--- config.mk ---
export PLATFORM = sky130hd
export DESIGN_NAME = button_conditioner
export DESIGN_NICKNAME = d
export VERILOG_FILES = /design/src/rtl/button_conditioner_pkg.sv /design/src/rtl/button_debounce_ch.sv /design/src/rtl/button_conditioner.sv
export SDC_FILE = /design/constraint.sdc
export NUM_CORES = 1
export LEC_CHECK = 0
export CAP_MARGIN = 20
export CORE_UTILIZATION = 50
export CTS_CLUSTER_DIAMETER = 80
export DETAILED_ROUTE_END_ITERATION = 10
export GPL_TIMING_DRIVEN = 0
export PLACE_DENSITY = 0.73
export SYNTH_ARGS = -nofsm -noshare
export SYNTH_HDL_FRONTEND = slang
export SYNTH_HIERARCHICAL = 1
export SYNTH_SLANG_ARGS = --single-unit
--- constraint.sdc ---
create_clock -name i_clk -period 3 [get_ports i_clk]
set_input_delay 0.3 -clock i_clk [delete_from_list [all_inputs] [get_ports i_clk]]
set_output_delay 0.3 -clock i_clk [all_outputs]
set_load 0.005 [all_outputs]
--- src/rtl/button_conditioner_pkg.sv ---
// Shared clock-derived defaults, debounce FSM encoding and counter sizing helpers
// for the push-button conditioner.
package button_conditioner_pkg;

    localparam int CLK_HZ      = 12000000;
    localparam int CYC_PER_MS  = CLK_HZ / 1000;
    localparam int CYC_PER_S   = CLK_HZ;

    localparam int DEF_DEBOUNCE_CYCLES = 10 * CYC_PER_MS;
    localparam int DEF_LONG_CYCLES     = CYC_PER_S;
    localparam int DEF_REPEAT_CYCLES   = 200 * CYC_PER_MS;

    localparam logic [1:0] ENC_RELEASED  = 2'd0;
    localparam logic [1:0] ENC_PRESSING  = 2'd1;
    localparam logic [1:0] ENC_PRESSED   = 2'd2;
    localparam logic [1:0] ENC_RELEASING = 2'd3;

    typedef enum logic [1:0] {
        ST_RELEASED  = ENC_RELEASED,
        ST_PRESSING  = ENC_PRESSING,
        ST_PRESSED   = ENC_PRESSED,
        ST_RELEASING = ENC_RELEASING
    } btn_state_e;

    function automatic int max3(input int a, input int b, input int c);
        int m;
        m = (a > b) ? a : b;
        return (m > c) ? m : c;
    endfunction

    function automatic int cnt_width(input int max_val);
        return (max_val < 1) ? 1 : $clog2(max_val + 1);
    endfunction

endpackage

--- src/rtl/button_debounce_ch.sv ---
// One button channel: two-flop sync, debounce FSM, press/release strobes and
// long-press/auto-repeat hold strobe. All outputs registered.
module button_debounce_ch
    import button_conditioner_pkg::*;
#(
    parameter int DEBOUNCE_CYCLES = DEF_DEBOUNCE_CYCLES,
    parameter int LONG_CYCLES     = DEF_LONG_CYCLES,
    parameter int REPEAT_CYCLES   = DEF_REPEAT_CYCLES
) (
    input  logic i_clk,
    input  logic i_rst,
    input  logic i_btn,
    output logic o_level,
    output logic o_press,
    output logic o_release,
    output logic o_hold
);

    localparam int CW = cnt_width(max3(DEBOUNCE_CYCLES, LONG_CYCLES, REPEAT_CYCLES));
    // The edge that leaves the stable state already counts as the first of the run.
    localparam logic [CW-1:0] DCNT_LAST = CW'((DEBOUNCE_CYCLES >= 2) ? DEBOUNCE_CYCLES - 2 : 0);
    localparam logic [CW-1:0] LONG_LAST = CW'(LONG_CYCLES - 1);
    localparam logic [CW-1:0] REP_LAST  = CW'((REPEAT_CYCLES > 0) ? REPEAT_CYCLES - 1 : 0);

    btn_state_e    r_state;
    logic          r_s1, r_s2;
    logic [CW-1:0] r_dcnt;
    logic [CW-1:0] r_hcnt;
    logic          r_rep;
    logic          r_hdone;
    logic          r_level, r_press, r_release, r_hold;

    logic w_rise, w_fall, w_hold_hit;

    always_comb begin
        w_rise = 1'b0;
        w_fall = 1'b0;
        case (r_state)
            ST_RELEASED:  w_rise = r_s2 && (DEBOUNCE_CYCLES == 1);
            ST_PRESSING:  w_rise = r_s2 && (r_dcnt == DCNT_LAST);
            ST_PRESSED:   w_fall = !r_s2 && (DEBOUNCE_CYCLES == 1);
            ST_RELEASING: w_fall = !r_s2 && (r_dcnt == DCNT_LAST);
            default:      ;
        endcase
        w_hold_hit = r_level && !w_fall && !r_hdone &&
                     (r_rep ? (r_hcnt == REP_LAST) : (r_hcnt == LONG_LAST));
    end

    always_ff @(posedge i_clk or posedge i_rst) begin
        if (i_rst) begin
            r_state   <= ST_RELEASED;
            r_s1      <= 1'b0;
            r_s2      <= 1'b0;
            r_dcnt    <= '0;
            r_hcnt    <= '0;
            r_rep     <= 1'b0;
            r_hdone   <= 1'b0;
            r_level   <= 1'b0;
            r_press   <= 1'b0;
            r_release <= 1'b0;
            r_hold    <= 1'b0;
        end else begin
            r_s1      <= i_btn;
            r_s2      <= r_s1;
            r_press   <= w_rise;
            r_release <= w_fall;
            r_hold    <= w_hold_hit;

            if (w_rise) begin
                r_state <= ST_PRESSED;
                r_level <= 1'b1;
                r_dcnt  <= '0;
            end else if (w_fall) begin
                r_state <= ST_RELEASED;
                r_level <= 1'b0;
                r_dcnt  <= '0;
            end else begin
                case (r_state)
                    ST_RELEASED: begin
                        if (r_s2) r_state <= ST_PRESSING;
                        r_dcnt <= '0;
                    end
                    ST_PRESSING: begin
                        if (!r_s2) begin
                            r_state <= ST_RELEASED;
                            r_dcnt  <= '0;
                        end else begin
                            r_dcnt <= r_dcnt + 1'b1;
                        end
                    end
                    ST_PRESSED: begin
                        if (!r_s2) r_state <= ST_RELEASING;
                        r_dcnt <= '0;
                    end
                    ST_RELEASING: begin
                        if (r_s2) begin
                            r_state <= ST_PRESSED;
                            r_dcnt  <= '0;
                        end else begin
                            r_dcnt <= r_dcnt + 1'b1;
                        end
                    end
                    default: r_state <= ST_RELEASED;
                endcase
            end

            // Hold timing restarts on every level change and idles once a non-repeating hold fired.
            if (w_rise || w_fall) begin
                r_hcnt  <= '0;
                r_rep   <= 1'b0;
                r_hdone <= 1'b0;
            end else if (r_level && !r_hdone) begin
                if (w_hold_hit) begin
                    r_hcnt <= '0;
                    if (REPEAT_CYCLES == 0) r_hdone <= 1'b1;
                    else                    r_rep   <= 1'b1;
                end else begin
                    r_hcnt <= r_hcnt + 1'b1;
                end
            end
        end
    end

    assign o_level   = r_level;
    assign o_press   = r_press;
    assign o_release = r_release;
    assign o_hold    = r_hold;

endmodule

--- src/rtl/button_conditioner.sv ---
// Conditions N_BTN raw push-button pads into debounced levels and one-cycle
// press/release/hold strobes; INVERT marks active-low pads.
module button_conditioner
    import button_conditioner_pkg::*;
#(
    parameter int               N_BTN           = 4,
    parameter logic [N_BTN-1:0] INVERT          = N_BTN'(1),
    parameter int               DEBOUNCE_CYCLES = DEF_DEBOUNCE_CYCLES,
    parameter int               LONG_CYCLES     = DEF_LONG_CYCLES,
    parameter int               REPEAT_CYCLES   = DEF_REPEAT_CYCLES
) (
    input  logic             i_clk,
    input  logic             i_rst,
    input  logic [N_BTN-1:0] i_btn_raw,
    output logic [N_BTN-1:0] o_level,
    output logic [N_BTN-1:0] o_press,
    output logic [N_BTN-1:0] o_release,
    output logic [N_BTN-1:0] o_hold
);

    logic [N_BTN-1:0] w_norm;

    assign w_norm = i_btn_raw ^ INVERT;

    for (genvar g = 0; g < N_BTN; g++) begin : g_ch
        button_debounce_ch #(
            .DEBOUNCE_CYCLES (DEBOUNCE_CYCLES),
            .LONG_CYCLES     (LONG_CYCLES),
            .REPEAT_CYCLES   (REPEAT_CYCLES)
        ) u_ch (
            .i_clk     (i_clk),
            .i_rst     (i_rst),
            .i_btn     (w_norm[g]),
            .o_level   (o_level[g]),
            .o_press   (o_press[g]),
            .o_release (o_release[g]),
            .o_hold    (o_hold[g])
        );
    end

endmodule

==> impl_metrics.env, run 1 <==
export IMPL_num_nets_final=1309
export IMPL_wl_per_cell_um=15.91
export IMPL_ir_drop_mv=0.4828
export IMPL_min_period_over_period_pct=92.20
export IMPL_fin_area_um2=13520
export IMPL_drtAntennaViolNets=0
export IMPL_routed_wl_um=25900
export IMPL_row_count=56
export IMPL_setup_violations=0
export IMPL_path_class="register to register"
export IMPL_vias=9725
export IMPL_syn_avg_cell_area_um2=9.639
export IMPL_io_pins=22
export IMPL_htreeDepth=1
export IMPL_whs_ns=0.2106
export IMPL_rr_startpoint="g_ch[3].u_ch/r_dcnt[6]"
export IMPL_maxCapViolCount=0
export IMPL_synth_top_area_share_pct=47.81
export IMPL_arrival_ns=3.15
export IMPL_critPathTopFamily="simple AND/OR/NAND/NOR gates"
export IMPL_cellPowerDensity_nw_per_um2=481.6
export IMPL_fmax_ghz=0.3615
export IMPL_fin_cells=1628
export IMPL_drtPass1Iterations=7
export IMPL_synth_distinct_cells=44
export IMPL_finalHoldViolCount=0
export IMPL_hold_path_depth=1
export IMPL_diodes=0
export IMPL_min_to="g_ch[3].u_ch/r_s1"
export IMPL_r2r_end="g_ch[3].u_ch/r_hcnt[18]"
export IMPL_clock_latency_ns=0.53
export IMPL_gp_congestion=0.8968
export IMPL_synthTopCellsByArea="dfrtp_1 (48%), xor2_1 (5.3%), a21oi_1 (4.0%)"
export IMPL_via_per_inst=5.974
export IMPL_drc=0
export IMPL_path_buf_inv=1
export IMPL_clock_sinks=228
export IMPL_required_ns=3.39
export IMPL_yosysWarningCount=6
export IMPL_antenna_found_initial=0
export IMPL_place_worst_setup_slack_ns=0.01381
export IMPL_die_x_um=156.5
export IMPL_gr_usage_all_layers_pct=22.07
export IMPL_grt_pass1_vias=9571
export IMPL_synth_top_area_cell="dfrtp_1"
export IMPL_fill_cells=2017
export IMPL_die_y_um=156.5
export IMPL_dp_cells=1582
export IMPL_synth_seq_cells=228
export IMPL_ys_seq_area_share_pct=47.81
export IMPL_grt_pass1_wl_um=45280
export IMPL_layout_min_cycle_time_ns=2.766
export IMPL_start_kind="register"
export IMPL_initial_core_util_pct=50.84
export IMPL_tightest_slew_ns=0.8425
export IMPL_dieArea_um2=24490
export IMPL_path_max_fanout=19
export IMPL_drtIter0Drc=636
export IMPL_max_stage_delay_ns=0.59
export IMPL_tritoncts="built"
export IMPL_worst_slack_ns=0.2339
export IMPL_numCtsBuffers=26
export IMPL_cp_slowest_cell="or4b_1"
export IMPL_synthCells=1238
export IMPL_status="completed"
export IMPL_grt_overflow=0
export IMPL_rsz0062_at_grt="false"
export IMPL_syn2layout_area_growth_pct=13.34
export IMPL_fin_setup_tns_ns=0
export IMPL_clk_path_buf_depth=3
export IMPL_synth_area_um2=11930
export IMPL_path_cells="or4b_1, nor4_4, a41oi_4, clkbuf_1, o41ai_1, a21oi_1"
export IMPL_ff2ff_path_depth=6
export IMPL_reg2reg_slack_ns=0.23
export IMPL_slew_viol_final=0
export IMPL_reg_largest_list="g_ch.u_ch/r_dcnt (96), g_ch.u_ch/r_hcnt (96), g_ch.u_ch/r_state (8)"
export IMPL_path_clk_slew_ns=0.06
export IMPL_cp_end_kind="register"
export IMPL_core_region_area_um2=23470
export IMPL_port_buffers=21
export IMPL_min_path_type="input pin to register"
export IMPL_grt_max_degree=44
export IMPL_synth_nets=1256
export IMPL_slew_headroom_pct=43.31
export IMPL_root_buffer="clkbuf_16"
export IMPL_p_leak_nw=5.337
export IMPL_finClkSkew_ns=0.006336
export IMPL_drive_gt1_share_pct=5.882
export IMPL_hp_start="i_btn_raw[3]"
export IMPL_hpwl_um=17440
export IMPL_placed_area_um2=12620
## through the flow
stage	total power, mW	util, %
6_report	6.514	57.62
5_1_grt	6.732	57.62
4_1_cts	6.610	57.59
3_5_place_dp	3.291	53.77
3_3_place_gp	3.274	53.43
2_1_floorplan	3.236	-
## layout by cell type, fill, tap and decap left out, types with 19 or more instances in the layout
master	synthesis	final
a21oi_1	95	95
and3_1	43	43
and4_1	20	20
clkbuf_1	31	34
clkbuf_16	0	27
clkdlybuf4s50_1	0	21
dfrtp_1	228	228
inv_1	25	21
nand2_1	99	99
nand3_1	70	70
nand4_1	63	63
nor2_1	124	123
nor4b_1	19	19
o21ai_0	38	38
o31ai_1	58	58
or3_1	27	27
or4_1	63	63
xnor2_1	20	20
xor2_1	72	72
## Yosys cell counts, drive strengths merged
cell       n
dfrtp    228
a21o       3
nand3     70
a2111o     3
nor3b      3
o21ai     38
nor4bb    10
nand4bb    2
a41oi      4
a21oi     95
xnor2     20
nand4b     9
clkbuf    31
o21a       1
o31ai     58
buf       19
nand4     63
and2      15
or4b      10
or3       27
nand2     99
nor4      14
nor4b     19
nand2b     6
inv       25
nor3       7
a211o      3
or4       66
ha        12
mux2       3
o2111ai    3
nand3b     8
o41ai      2
and3      43
xor2      72
and4      20
nor2     127
## repair_timing
item	CTS	global route
resized for setup	0	1
hold buffers	0	0
setup endpoints to repair	0	10
setup buffers	0	1
## area by class of cell
class	count	area, um^2	share of cell area (%)
Tap cell	319	399.1	2.951
Clock buffer	37	773.2	5.717
Buffer	49	236.5	1.749
Timing Repair Buffer	26	297.8	2.202
Clock inverter	9	122.6	0.9067
Inverter	25	93.84	0.6939
Multi-Input combinational cell	935	5896	43.59
Sequential cell	228	5705	42.19
## metal layers
| layer | up-vias | GRT usage [%] | share of wire, % |
|---|---|---|---|
| li1 | 4736 | - | - |
| met3 | 36 | 3.462 | 4.2 |
| met4 | 0 | 6.256 | 1.8 |
| met1 | 4760 | 30.48 | 47 |
| met2 | 193 | 35.97 | 47 |
| met5 | - | 0 | 0 |
## power by group
group / total, mW / switching (mW) / internal [mW] / leakage (nW)
clock: 3.28 / 1.25 / 2.04 / 0.443
sequential: 3.10 / 0.0151 / 3.09 / 3.15
combinational: 0.125 / 0.0949 / 0.0305 / 1.74
## worst max-delay path by stage
| stage | from | endpoint | slack [ns] | cells after the start |
|---|---|---|---|---|
| 4_1_cts | g_ch[3].u_ch/r_dcnt[0] | g_ch[3].u_ch/r_hcnt[10] | 0.007 | 9 |
| 3_3_place_gp | i_rst | g_ch[3].u_ch/r_dcnt[4] | 0.03 | 2 |
| 6_report | g_ch[3].u_ch/r_dcnt[6] | g_ch[3].u_ch/r_hcnt[18] | 0.23 | 6 |
| 5_1_grt | g_ch[3].u_ch/r_dcnt[6] | g_ch[3].u_ch/r_hcnt[18] | 0.04 | 6 |
| 2_1_floorplan | g_ch[3].u_ch/r_dcnt[0] | g_ch[3].u_ch/r_hcnt[10] | 0.49 | 8 |
| 3_5_place_dp | g_ch[3].u_ch/r_dcnt[0] | g_ch[3].u_ch/r_hcnt[16] | 0.01 | 9 |
## kinds of logic (layout without fill, tap and decap cells)
family / after synthesis / in the layout / synth area share, %
and+or+nand+nor: 618 / 618 / 29.82
DFF: 228 / 228 / 47.81
AOI/OAI and AO/OA: 210 / 210 / 11.27
xor gates and xnor gates: 92 / 92 / 6.753
buffers and inverters: 75 / 146 / 2.800
adders and majority gates: 12 / 12 / 1.258
muxes: 3 / 3 / 0.2831
## worst reg2reg max path: cells and delay by family (launching register included)
kind / cells / cell delay [ns]
buf+inv: 1 / 0.42
flops: 1 / 0.43
simple gates: 2 / 0.96
compound gates: 3 / 0.82
(Power assumes the default switching activity.)
==> run 2: changes to the inputs <==
- SETUP_SLACK_MARGIN: unset -> 0.5
==> run 2 against run 1 <==
Effect of this change: final cell count up 0.68%; critical path depth grew 3; setup slack improved by 0.25 ns; via count rose by 1.4%; final area is 1.8% higher; global-route usage increased by 0.56 points; hold slack improved by 0.0036 ns; register-to-register slack better by 0.25 ns; die area stayed put; critical path type unchanged; critical endpoint is now g_ch[3].u_ch/r_hcnt[20].
==> impl_metrics.env, run 2 (synthesis results as in run 1) <==
export IMPL_grt_pass1_wl_um=46090
export IMPL_syn2layout_area_growth_pct=15.41
export IMPL_fin_setup_tns_ns=0
export IMPL_die_x_um=156.5
export IMPL_grt_pass1_vias=9669
export IMPL_ir_drop_mv=0.3641
export IMPL_layout_commonest_cell="dfrtp_1"
export IMPL_cellPowerDensity_nw_per_um2=459.7
export IMPL_path_max_fanout=10
export IMPL_tightest_slew_ns=0.8321
export IMPL_reg_largest_list="g_ch.u_ch/r_dcnt (96), g_ch.u_ch/r_hcnt (96), g_ch.u_ch/r_state (8)"
export IMPL_power_share_clock_pct=48.9
export IMPL_hp_start="i_btn_raw[1]"
export IMPL_rr_startpoint="g_ch[3].u_ch/r_dcnt[0]"
export IMPL_io_pins=22
export IMPL_swShare_pct=20.91
export IMPL_critPathTopFamily="simple AND/OR/NAND/NOR gates"
export IMPL_clock_sinks=228
export IMPL_diodes=0
export IMPL_arrival_ns=2.93
export IMPL_drtAntennaViolNets=0
export IMPL_slew_headroom_pct=44.01
export IMPL_start_kind="register"
export IMPL_p_seq_share_pct=49.0
export IMPL_wl_met2_um=12640
export IMPL_p_leak_nw=5.460
export IMPL_clock_latency_ns=0.53
export IMPL_path_buf_inv=3
export IMPL_critPathLaunch="g_ch[3].u_ch/r_dcnt[0]"
export IMPL_combPwrFrac_pct=2.0
export IMPL_maxCapViolCount=0
export IMPL_layout_common_cells="dfrtp_1 (228), nor2_1 (123), nand2_1 (99)"
export IMPL_min_period_over_period_pct=83.90
export IMPL_rsz0062_at_grt="true"
export IMPL_finClkSkew_ns=0.01191
export IMPL_htreeDepth=1
export IMPL_max_stage_delay_ns=0.48
export IMPL_dp_cells=1582
export IMPL_drtIter0Drc=635
export IMPL_root_buffer="clkbuf_16"
export IMPL_grt_max_degree=40
export IMPL_initial_core_util_pct=50.84
export IMPL_layout_min_cycle_time_ns=2.517
export IMPL_drive_gt1_share_pct=10.45
export IMPL_top_layer="met4"
export IMPL_row_count=56
export IMPL_cp_end_kind="register"
export IMPL_gr_usage_all_layers_pct=22.63
export IMPL_dr_wl_met3_um=1243
export IMPL_switching_power_mw=1.324
export IMPL_setup_violations=0
export IMPL_drc=0
export IMPL_placed_area_um2=12620
export IMPL_via_per_inst=6.015
export IMPL_hpwl_um=17900
export IMPL_antenna_found_initial=0
export IMPL_gp_congestion=0.8869
export IMPL_num_nets_final=1319
export IMPL_wl_met1_um=12270
export IMPL_slew_viol_final=0
export IMPL_drtPass1Iterations=7
export IMPL_cp_slowest_cell="or4b_4"
export IMPL_min_path_type="input pin to register"
export IMPL_port_buffers=21
export IMPL_status="completed"
export IMPL_tritoncts="built"
export IMPL_fin_area_um2=13770
export IMPL_ctsHoldBuffers=0
export IMPL_path_clk_slew_ns=0.06
export IMPL_finalHoldViolCount=0
export IMPL_path_cells="inv_2, ha_1, or4b_4, nor4_4, a41oi_4, buf_8, clkbuf_4, o31ai_1, a21oi_1"
export IMPL_required_ns=3.41
export IMPL_path_class="register to register"
export IMPL_dieArea_um2=24490
export IMPL_clk_path_buf_depth=3
export IMPL_power_mw=6.330
export IMPL_grt_overflow=0
export IMPL_routed_wl_um=26600
export IMPL_numCtsBuffers=26
export IMPL_power_internal_mw=5.007
export IMPL_vias=9858
export IMPL_die_y_um=156.5
export IMPL_core_region_area_um2=23470
export IMPL_fin_cells=1639
export IMPL_wl_per_cell_um=16.23
export IMPL_fmax_ghz=0.3973
run 2: changes by cell type in the layout (fill, tap and decap cells not counted), moves of 8 or more:
cell      previous run  this run
clkbuf_1            34        24
o31ai_1             58        47
clkbuf_2             0        10
o31ai_2              0        10
buf_4                1         9
run 2: worst reg2reg max path, cell delays in order, from the launching register on:
cell and delay (ns):
dfrtp_1 0.40, inv_2 0.06, ha_1 0.15, or4b_4 0.48, nor4_4 0.25, a41oi_4 0.25
buf_8 0.21, clkbuf_4 0.22, o31ai_1 0.28, a21oi_1 0.10
run 2: cell type report:
class                           instances  area (um^2)
Clock buffer                           44        839.6
Fill cell                            2018         9701
Sequential cell                       228         5705
Buffer                                 50        287.8
Tap cell                              319        399.1
Inverter                               25        93.84
Clock inverter                          3        15.01
Timing Repair Buffer                   35        376.6
Multi-Input combinational cell        935         6055
run 2: layer usage:
metal	vias up	track usage, %
met4	0	6.069
met1	4854	31.20
met5	-	0
met3	38	3.683
li1	4739	-
met2	227	36.97
run 2: power groups by stage:
| stage | Combinational, mW | Clock [mW] | Sequential, mW |
|---|---|---|---|
| 2_1_floorplan | 0.0801 | 0 | 3.16 |
| 3_3_place_gp | 0.116 | 0 | 3.16 |
| 3_5_place_dp | 0.131 | 0 | 3.16 |
| 4_1_cts | 0.135 | 3.18 | 3.10 |
| 5_1_grt | 0.151 | 3.30 | 3.10 |
| 6_report | 0.129 | 3.10 | 3.10 |
run 2: final timing paths:
path,slack (ns),cells after the start,end
worst max register to register,0.48,9,g_ch[3].u_ch/r_hcnt[20]
worst min-delay path,0.21,1,g_ch[1].u_ch/r_s1
min in group asynchronous,0.31,2,g_ch[2].u_ch/r_dcnt[16]
worst max-delay path,0.48,9,g_ch[3].u_ch/r_hcnt[20]
max in group asynchronous,2.00,3,g_ch[1].u_ch/r_dcnt[21]
worst min register to register,0.35,0,g_ch[1].u_ch/r_s2
run 2: through the flow:
step	utilization (%)	setup slack, ns	hold slack, ns
after floorplan	-	0.5776	0.3312
after global placement	53.43	0.02419	0.3334
after detailed placement	53.77	0.1071	0.3356
after CTS	57.68	0.4231	0.1966
after global routing	58.67	0.3767	0.2012
final	58.67	0.4829	0.2141
run 2: timing repair:
action,CTS,global route
buffers inserted,5,4
setup endpoints to repair,52,102
resized for setup,14,67
pin swaps,2,17
gates cloned,0,1
==> run 3: changes to the inputs <==
- PLACE_DENSITY: 0.73 -> 0.76
- clock period: 3 -> 2.1 ns (I/O delays scaled with it)
==> run 3 against run 2 <==
Effect of this change: the flow now finishes with violations (negative setup slack); routed wire length grew 24%; sequential power grew 43%; highest routed layer unchanged; core utilization up 12 points; largest cell class unchanged.
==> impl_metrics.env, run 3 (synthesis results as in run 1) <==
export IMPL_dieArea_um2=24490
export IMPL_slew_viol_final=0
export IMPL_num_nets_final=1419
export IMPL_layout_min_cycle_time_ns=2.485
export IMPL_drc=0
export IMPL_fill_cells=1552
export IMPL_path_class="register to register"
export IMPL_fmax_ghz=0.4023
export IMPL_tritoncts="built"
export IMPL_finClkSkew_ns=0.01464
export IMPL_row_count=56
export IMPL_ctsHoldBuffers=0
export IMPL_core_region_area_um2=23470
export IMPL_die_y_um=156.5
export IMPL_setup_violations=108
export IMPL_ir_drop_mv=0.6124
export IMPL_status="complete, but fails checks"
export IMPL_maxCapViolCount=0
export IMPL_layout_common_cells="dfrtp_1 (216), nand2_1 (91), nor2_1 (78)"
export IMPL_drtIter0Drc=847
export IMPL_power_mw=9.646
export IMPL_fin_cells=1739
export IMPL_required_ns=2.56
export IMPL_start_kind="register"
export IMPL_diodes=0
export IMPL_grt_pass1_wl_um=47370
export IMPL_hpwl_um=17540
export IMPL_via_per_inst=6.280
export IMPL_min_period_over_period_pct=118.4
export IMPL_violations="negative setup slack"
export IMPL_slew_headroom_pct=49.06
export IMPL_layout_commonest_cell="dfrtp_1"
export IMPL_worst_slack_ns=-0.3855
export IMPL_vias=10920
export IMPL_initial_core_util_pct=50.84
export IMPL_grt_overflow=0
export IMPL_root_buffer="clkbuf_16"
export IMPL_clock_sinks=228
export IMPL_io_pins=22
export IMPL_grt_pass1_vias=9910
export IMPL_port_buffers=21
export IMPL_grt_max_degree=43
export IMPL_critPathTopFamily="simple AND/OR/NAND/NOR gates"
export IMPL_post_route_util_pct=70.67
export IMPL_arrival_ns=2.95
export IMPL_p_leak_nw=6.536
export IMPL_whs_ns=0.1132
export IMPL_path_clk_slew_ns=0.06
export IMPL_cellPowerDensity_nw_per_um2=581.5
export IMPL_htreeDepth=1
export IMPL_path_buf_inv=2
export IMPL_drtPass1Iterations=6
export IMPL_routed_wl_um=32990
export IMPL_cp_slowest_cell="or4b_4"
export IMPL_cp_end_kind="register"
export IMPL_wl_per_cell_um=18.97
export IMPL_reg_largest_list="g_ch.u_ch/r_dcnt (96), g_ch.u_ch/r_hcnt (96), g_ch.u_ch/r_state (8)"
export IMPL_gr_usage_all_layers_pct=23.19
export IMPL_max_stage_delay_ns=0.55
export IMPL_drtAntennaViolNets=0
export IMPL_die_x_um=156.5
export IMPL_clk_path_buf_depth=3
export IMPL_tightest_slew_ns=0.7642
export IMPL_antenna_found_initial=0
export IMPL_finalHoldViolCount=0
export IMPL_drive_gt1_share_pct=35.28
export IMPL_dp_cells=1582
export IMPL_rsz0062_at_grt="true"
export IMPL_numCtsBuffers=25
export IMPL_clock_latency_ns=0.53
export IMPL_path_cells="or4b_4, nor4_4, buf_4, a41oi_4, buf_6, or4b_4, a21oi_2"
export IMPL_crit_path_frequent_cell="or4b_4"
export IMPL_min_path_type="input pin to register"
export IMPL_syn2layout_area_growth_pct=39.01
export IMPL_gp_congestion=0.8857
export IMPL_path_max_fanout=6
run 3: changes by cell type in the layout (fill, tap and decap cells not counted), sizes merged:
cell,before,now
clkinv,3,4
clkinvlp,0,5
dlygate4sd2,0,3
clkbuf,72,65
buf,36,135
bufinv,0,5
clkdlybuf4s50,21,18
inv,25,22
run 3: timing repair:
item,CTS,global route
setup buffers,41,54
setup endpoints to repair,226,225
pin swaps,52,100
resized for setup,138,307
cloned,6,10
run 3: report_power, final:
group / internal (mW) / switching, mW
Clock: 3.08 / 1.85
Combinational: 0.106 / 0.174
Sequential: 4.41 / 0.0223
run 3: per-stage QoR:
step / worst slack, ns / area (um^2) / TNS (ns)
after CTS: -0.4370 / 14740 / -16.82
after floorplan: -0.2763 / 12170 / -4.653
after global routing: -0.4274 / 16590 / -22.97
after global placement: -0.6348 / 12780 / -19.13
after detailed placement: -0.6871 / 12860 / -22.64
final: -0.3855 / 16590 / -16.58
run 3: area by class of cell:
cell class              count  area (um^2)  area share, %
plain buffers              50        591.8          3.568
well taps                 319        399.1          2.406
inverters                  25        108.9         0.6563
multi-input cells         935         7420          44.73
repair buffers            136         1414          8.524
flip-flops and latches    228         5720          34.49
clock inverters            11        190.2          1.147
clock buffers              35        743.2          4.481
run 3: metal layers:
layer / global-route usage [%] / vias to the layer above / share of wire, %
met5: 0 / - / 0
met4: 6.769 / 0 / 2.5
met3: 3.074 / 95 / 5.9
met2: 38.67 / 467 / 50
met1: 31.58 / 5432 / 42
li1: - / 4927 / -
run 3: final timing paths:
kind	start	endpoint	slack [ns]	cells past startpoint
setup reg to reg	g_ch[3].u_ch/r_dcnt[20]	g_ch[3].u_ch/r_hcnt[8]	-0.39	7
hold / removal	i_btn_raw[2]	g_ch[2].u_ch/r_s1	0.11	1
max in group asynchronous	i_rst	g_ch[3].u_ch/o_level	1.13	3
min in group asynchronous	i_rst	g_ch[2].u_ch/r_s1	0.36	2
setup / recovery	g_ch[3].u_ch/r_dcnt[20]	g_ch[3].u_ch/r_hcnt[8]	-0.39	7
hold reg to reg	g_ch[0].u_ch/r_s1	g_ch[0].u_ch/r_s2	0.35	0
